### config.mk
export PLATFORM = sky130hd
export DESIGN_NAME = mem_arbiter
export DESIGN_NICKNAME = d
export VERILOG_FILES = /design/src/rtl/mem_arbiter.sv
export SDC_FILE = /design/constraint.sdc
export NUM_CORES = 1
export LEC_CHECK = 0
export CAP_MARGIN = 5
export CORE_MARGIN = 2
export CORE_UTILIZATION = 41
export CTS_CLUSTER_DIAMETER = 40
export CTS_CLUSTER_SIZE = 24
export DETAILED_ROUTE_END_ITERATION = 6
export HOLD_SLACK_MARGIN = 0.02
export PLACE_DENSITY = 0.95
export SLEW_MARGIN = 20
export SYNTH_ARGS = -nofsm -noshare
export SYNTH_HDL_FRONTEND = slang
export SYNTH_SLANG_ARGS = --single-unit
### constraint.sdc
create_clock -name clk -period 2.9 [get_ports clk]
set_input_delay 0.87 -clock clk [delete_from_list [all_inputs] [get_ports clk]]
set_output_delay 0.87 -clock clk [all_outputs]
set_load 0.02 [all_outputs]
### src/rtl/mem_arbiter.sv
// mem_arbiter: arbitrates one shared memory port between an instruction
// fetch unit (IFU, read-only) and a load/store unit (LSU).
// Only one transaction is in flight at a time: IDLE -> ISSUE -> WAIT -> IDLE.
// When both requesters are valid together, the one not granted last wins.
//
// Ports:
//   clk, rst                  clock, async active-low reset
//   ifu_req_* / ifu_rsp_valid IFU request handshake and response strobe
//   lsu_req_* / lsu_rsp_valid LSU request handshake and response strobe
//   rsp_rdata                 read data shared by both requesters (0 when idle)
//   mem_req_* / mem_rsp_*     downstream memory request and response
module mem_arbiter #(
    parameter int XLEN = 32
) (
    input  logic              clk,
    input  logic              rst,
    input  logic              ifu_req_valid,
    output logic              ifu_req_ready,
    input  logic [XLEN-1:0]   ifu_req_addr,
    output logic              ifu_rsp_valid,
    input  logic              lsu_req_valid,
    output logic              lsu_req_ready,
    input  logic [XLEN-1:0]   lsu_req_addr,
    input  logic              lsu_req_wen,
    input  logic [XLEN-1:0]   lsu_req_wdata,
    input  logic [XLEN/8-1:0] lsu_req_wstrb,
    output logic              lsu_rsp_valid,
    output logic [XLEN-1:0]   rsp_rdata,
    output logic              mem_req_valid,
    input  logic              mem_req_ready,
    output logic [XLEN-1:0]   mem_req_addr,
    output logic              mem_req_wen,
    output logic [XLEN-1:0]   mem_req_wdata,
    output logic [XLEN/8-1:0] mem_req_wstrb,
    input  logic              mem_rsp_valid,
    input  logic [XLEN-1:0]   mem_rsp_rdata
);

    typedef enum logic [1:0] {
        S_IDLE  = 2'd0,
        S_ISSUE = 2'd1,
        S_WAIT  = 2'd2
    } state_e;

    localparam logic GNT_IFU = 1'b0;
    localparam logic GNT_LSU = 1'b1;

    state_e            state_q, state_d;
    logic              owner_q, owner_d;   // requester owning the transaction
    logic              last_q,  last_d;    // requester granted most recently
    logic [XLEN-1:0]   addr_q,  addr_d;
    logic [XLEN-1:0]   wdata_q, wdata_d;
    logic              wen_q,   wen_d;
    logic [XLEN/8-1:0] wstrb_q, wstrb_d;
    logic              grant_lsu, grant_ifu;

    always_ff @(posedge clk or negedge rst) begin
        if (!rst) begin
            state_q <= S_IDLE;
            owner_q <= GNT_IFU;
            last_q  <= GNT_IFU;   // makes LSU win the first tie
            addr_q  <= '0;
            wdata_q <= '0;
            wen_q   <= 1'b0;
            wstrb_q <= '0;
        end else begin
            state_q <= state_d;
            owner_q <= owner_d;
            last_q  <= last_d;
            addr_q  <= addr_d;
            wdata_q <= wdata_d;
            wen_q   <= wen_d;
            wstrb_q <= wstrb_d;
        end
    end

    always_comb begin
        state_d       = state_q;
        owner_d       = owner_q;
        last_d        = last_q;
        addr_d        = addr_q;
        wdata_d       = wdata_q;
        wen_d         = wen_q;
        wstrb_d       = wstrb_q;
        ifu_req_ready = 1'b0;
        lsu_req_ready = 1'b0;
        ifu_rsp_valid = 1'b0;
        lsu_rsp_valid = 1'b0;
        rsp_rdata     = '0;
        mem_req_valid = 1'b0;
        mem_req_addr  = '0;
        mem_req_wen   = 1'b0;
        mem_req_wdata = '0;
        mem_req_wstrb = '0;

        // LSU wins unless the IFU is also asking and the LSU went last.
        grant_lsu = lsu_req_valid && (!ifu_req_valid || (last_q == GNT_IFU));
        grant_ifu = ifu_req_valid && !grant_lsu;

        unique case (state_q)
            S_IDLE: begin
                // Ready is gated by reset so outputs are 0 while reset is held,
                // even though requests may already be valid.
                if (rst && grant_lsu) begin
                    lsu_req_ready = 1'b1;
                    owner_d       = GNT_LSU;
                    last_d        = GNT_LSU;
                    addr_d        = lsu_req_addr;
                    wen_d         = lsu_req_wen;
                    wdata_d       = lsu_req_wdata;
                    wstrb_d       = lsu_req_wstrb;
                    state_d       = S_ISSUE;
                end else if (rst && grant_ifu) begin
                    ifu_req_ready = 1'b1;
                    owner_d       = GNT_IFU;
                    last_d        = GNT_IFU;
                    addr_d        = ifu_req_addr;
                    wen_d         = 1'b0;
                    wdata_d       = '0;
                    wstrb_d       = '0;
                    state_d       = S_ISSUE;
                end
            end
            S_ISSUE: begin
                mem_req_valid = 1'b1;
                mem_req_addr  = addr_q;
                mem_req_wen   = wen_q;
                mem_req_wdata = wdata_q;
                mem_req_wstrb = wstrb_q;
                if (mem_req_ready) state_d = S_WAIT;
            end
            S_WAIT: begin
                if (mem_rsp_valid) begin
                    rsp_rdata     = mem_rsp_rdata;
                    ifu_rsp_valid = (owner_q == GNT_IFU);
                    lsu_rsp_valid = (owner_q == GNT_LSU);
                    state_d       = S_IDLE;
                end
            end
            default: state_d = S_IDLE;
        endcase
    end

endmodule

# After elaboration in Yosys (flattened, before gate mapping)
# Cells that the tools add are included.
# op_classes
eq_ne	5
n_mux	30
bitwise_logic	1
reduce_logical	11
# ops
op	n
2-to-1 mux 32 bit	8
2-to-1 mux 1 bit	14
2-to-1 mux 4 bit	3
2-to-1 mux 2 bit	4
one-hot mux 2 bit (3 select lines)	1
logical AND 1 bit	4
!= test 2 bit, second input constant	2
!= test 3 bit, second input constant	1
AND reduction 3 bit	1
equality test 2 x 1 -> 1 bit, second input constant	1
equality test 2 bit, second input constant	1
zero test 1 bit	2
zero test 2 bit	1
AND reduction 2 bit	1
nonzero test 2 bit	1
logical OR 1 bit	1
NOT 1 bit	1
# totals
reg_bits	72
in_bits	139
output_inout_bits	106
word_cells	53

# Longest topological paths before layout
# logic_depth
depth_word	9
depth_mapped	7
ltp_nobuf	3

# Worst setup path after synthesis
# Ideal clock, no wire load.
# synth_timing
kind	input -> output
startpoint	input port rst
endpoint	output port ifu_req_ready
arrival_ns	1.915
required_time_ns	2.030
slack_ns	0.115
stages	6
path_buffers	3
cell_sequence	buf_2 nor3b_2 buf_4 buf_2 nand2_1 a21oi_1
# synth_between
elab_chain_cells	4
elab_cells_between_ends	5
cone_classes	mux: 3; reduce/logical: 2
# synth_lines
element	line_no	text
from (decl)	16	input logic rst,
logical AND 1 bit	113	end else if (rst && grant_ifu) begin
2-to-1 mux 1 bit	113	
2-to-1 mux 1 bit (*)	104	if (rst && grant_lsu) begin
2-to-1 mux 1 bit (*)	100	unique case (state_q)
to (decl)	18	output logic ifu_req_ready,
# Mark *: on every way between the ends. The rest lies on a longest branch, timed or not.

# Final worst setup path
# layout_timing
startpoint	register state_q[1]
endpoint	output port mem_req_addr[25]
# layout_between
elab_chain_cells	2
# layout_lines
element	line_no	text
from (decl)	48	state_e state_q, state_d;
from (signal assigned)	67	state_q <= state_d;
equality test 2 x 1 -> 1 bit	100	
2-to-1 mux 32 bit	100	
to (decl)	31	output logic [XLEN-1:0] mem_req_addr,
# Every way passes these cells.

==> run summary <==
Syn Std Cell Area: 0.00401 sq mm
Multi-input gate area: 0.00198 sq mm
GRT Util Overall: 0.256
Pleak: 3.33 nW
reg2reg start: state_q[0]
vias in the first global route: 4000
Fin Hold WS: 0.494 ns
DP Cell Count: 752
Hold Path End: wdata_q[14]
clk buf depth: 2
CORE AREA: 0.00964 sq mm
total of max-cap violations: 0
die height: 103 microns
total number of vias: 4037
post-synthesis sequential area ratio: 0.450
Final setup viols: 0
CP arrival: 1.96 ns
DP Wirelength: 9760 microns
syn nets: 544
ANT cells: 0
CTS tree: yes
largest area contributor in the netlist: dfrtp_1
H-tree depth: 3
Total Power: 5.25 mW
Fill cells: 754
status: finished clean
antenna violations before repair: 0
Crit path required time: 2.03 ns
DRC Markers: 0
# IOs: 245
FF+latch area: 0.00180 sq mm
Hold Crit Class: reg -> reg
Crit. End Element: output pin
Final Critical Period: 2.83 ns
post-route setup TNS: 0 ns
synth-to-layout area growth: 66.5%
unrepaired setup endpoints after global routing: false
Syn. warnings: 0
# hold bufs at CTS: 0
CTS clk-pin slew, worst paths: 0.07 ns
Routed WL: 13700 microns
Rows: 36
Syn Area/Cell: 9.90 sq um
first-pass GRT wire length: 20600 microns
FF+latch count, synth: 72
share of layout cells above drive strength 1: 0.172
Critical Path Start Type: register
final worst-path cycle share: 0.976
Worst VDD drop: 422 uV
die area: 0.0106 sq mm
Worst-Skew Late Latency: 0.35 ns
FF-to-FF End: addr_q[18]
Pre-antenna DRT Iters: 4
Hold Path Cell Cnt: 1
Setup Skew: 0.0117 ns
GP Congestion: 0.809
Worst Max-Slew Pin Slew: 0.950 ns
hold path start: wdata_q[14]
cell count after synthesis: 405
Inserted Clock Buffers: 9
Yosys cell types: 23
IO Port Bufs: 244
clk root buf: clkbuf_8
final hold violation count: 0
Final Max Slew Viols: 0
largest net degree at the start of global routing: 64
clk sinks: 72
fin cells: 772
reg2reg path depth: 5
Post-Route Utilization: 0.692
grt total ovfl: 0
Initial Util: 0.416
headroom to the max-slew limit: 0.367
synth top area cells: dfrtp_1, and2_1, a31oi_2
WS Path Type: reg -> out
Reg2Reg Setup Slack: 0.46 ns
Die W: 103 microns
Cell Pwr Density: 786 mW/mm^2
Final #Nets: 773
Routed Antenna Nets: 0
Initial DRC Count: 103
DR vias/cell: 5.23
Synth top area share: 0.450
Worst Path Max Fanout: 17
Max Fclk: 353 MHz
Routed wire per std cell: 17.7 microns
[sequential cells by signal, summed over array words and instances (netlist names)]
| register | count |
|---|---|
| wdata_q | 32 |
| wstrb_q | 4 |
| wen_q | 1 |
| state_q | 2 |
| addr_q | 32 |
| last_q | 1 |
[layout make-up]
class | instances | area share
Clock buffer | 11 | 0.0212
Clock inverter | 5 | 0.0156
Inverter | 2 | 0.00112
Multi-Input combinational cell | 287 | 0.296
Sequential cell | 72 | 0.270
Tap cell | 133 | 0.0249
Timing Repair Buffer | 262 | 0.371
[Yosys cell counts]
master    count
a21oi_1      34
and2_1      103
a22o_1       37
buf_2         8
a31oi_2      30
a31oi_1       3
o21ai_0      33
buf_6         8
clkbuf_1     25
nand3_1      32
nor3_1        2
a21bo_2       1
inv_1         2
nand2_1       4
nor3b_2       1
buf_4         3
nand2_2       1
nand2b_1      2
nor2_1        1
nor2b_1       1
a21boi_2      1
dfrtp_1      72
or2_1         1
[layout by cell type (no fill, tap or decap), types with 4 or more instances in the layout]
master and n:
dlymetal6s2s_1 27, dlygate4sd2_1 27, dfrtp_1 70, nand3_1 32
a31oi_2 30, buf_2 34, a21oi_1 34, o21ai_0 33
and2_1 102, a22o_1 37, clkdlybuf4s50_1 153, buf_4 15
clkbuf_8 10, buf_6 4
[cell families after synthesis]
group	Yosys count	share of synthesized area
AO/OA/AOI/OAI	139	0.268
buffers and inverters	46	0.0634
flip-flops	72	0.450
AND/OR/NAND/NOR	148	0.219
[what timing repair did]
item	4_1_cts	5_1_grt
endpoints found under the setup margin	105	45
cloned	3	0
setup buffers	1	0
resized for setup	184	32
pin swaps	1	0
[worst max-delay path by stage]
stage / startpoint / to / slack (ns) / cells past startpoint
2_1_floorplan: rst / ifu_req_ready / 0.11 / 6
3_3_place_gp: mem_rsp_valid / rsp_rdata[29] / -0.46 / 6
4_1_cts: lsu_req_valid / lsu_req_ready / 0.002 / 4
6_report: state_q[1] / mem_req_addr[25] / 0.07 / 4
5_1_grt: state_q[1] / mem_req_wdata[4] / 0.0007 / 4
3_5_place_dp: mem_rsp_valid / rsp_rdata[26] / -0.53 / 6
[per-stage QoR]
stage | cell area, sq um | setup slack [ns]
after floorplan | 4010 | 0.115
after global placement | 6510 | -0.455
after detailed placement | 6510 | -0.531
after CTS | 6620 | 0.00190
after global routing | 6670 | 0.000695
final | 6670 | 0.0690
[critical path: stages, from the launching register on]
cell	delay, ns
dfrtp_2	0.47
nor2b_4	0.16
buf_4	0.22
and2_1	0.16
clkdlybuf4s50_1	0.61
[report_power, final]
part / leakage (nW) / switching (mW) / total [mW] / internal (mW)
combinational: 2.33 / 1.34 / 2.56 / 1.22
clock: 0.124 / 0.376 / 0.972 / 0.596
sequential: 0.872 / 0.255 / 1.72 / 1.46
[routing by layer]
metal  global-route usage  share of wire
met5                    0              0
met3               0.0536          0.075
met2                0.436           0.50
met1                0.318           0.41
met4                0.102          0.018
No activity file was read; power rests on OpenSTA's default activity.
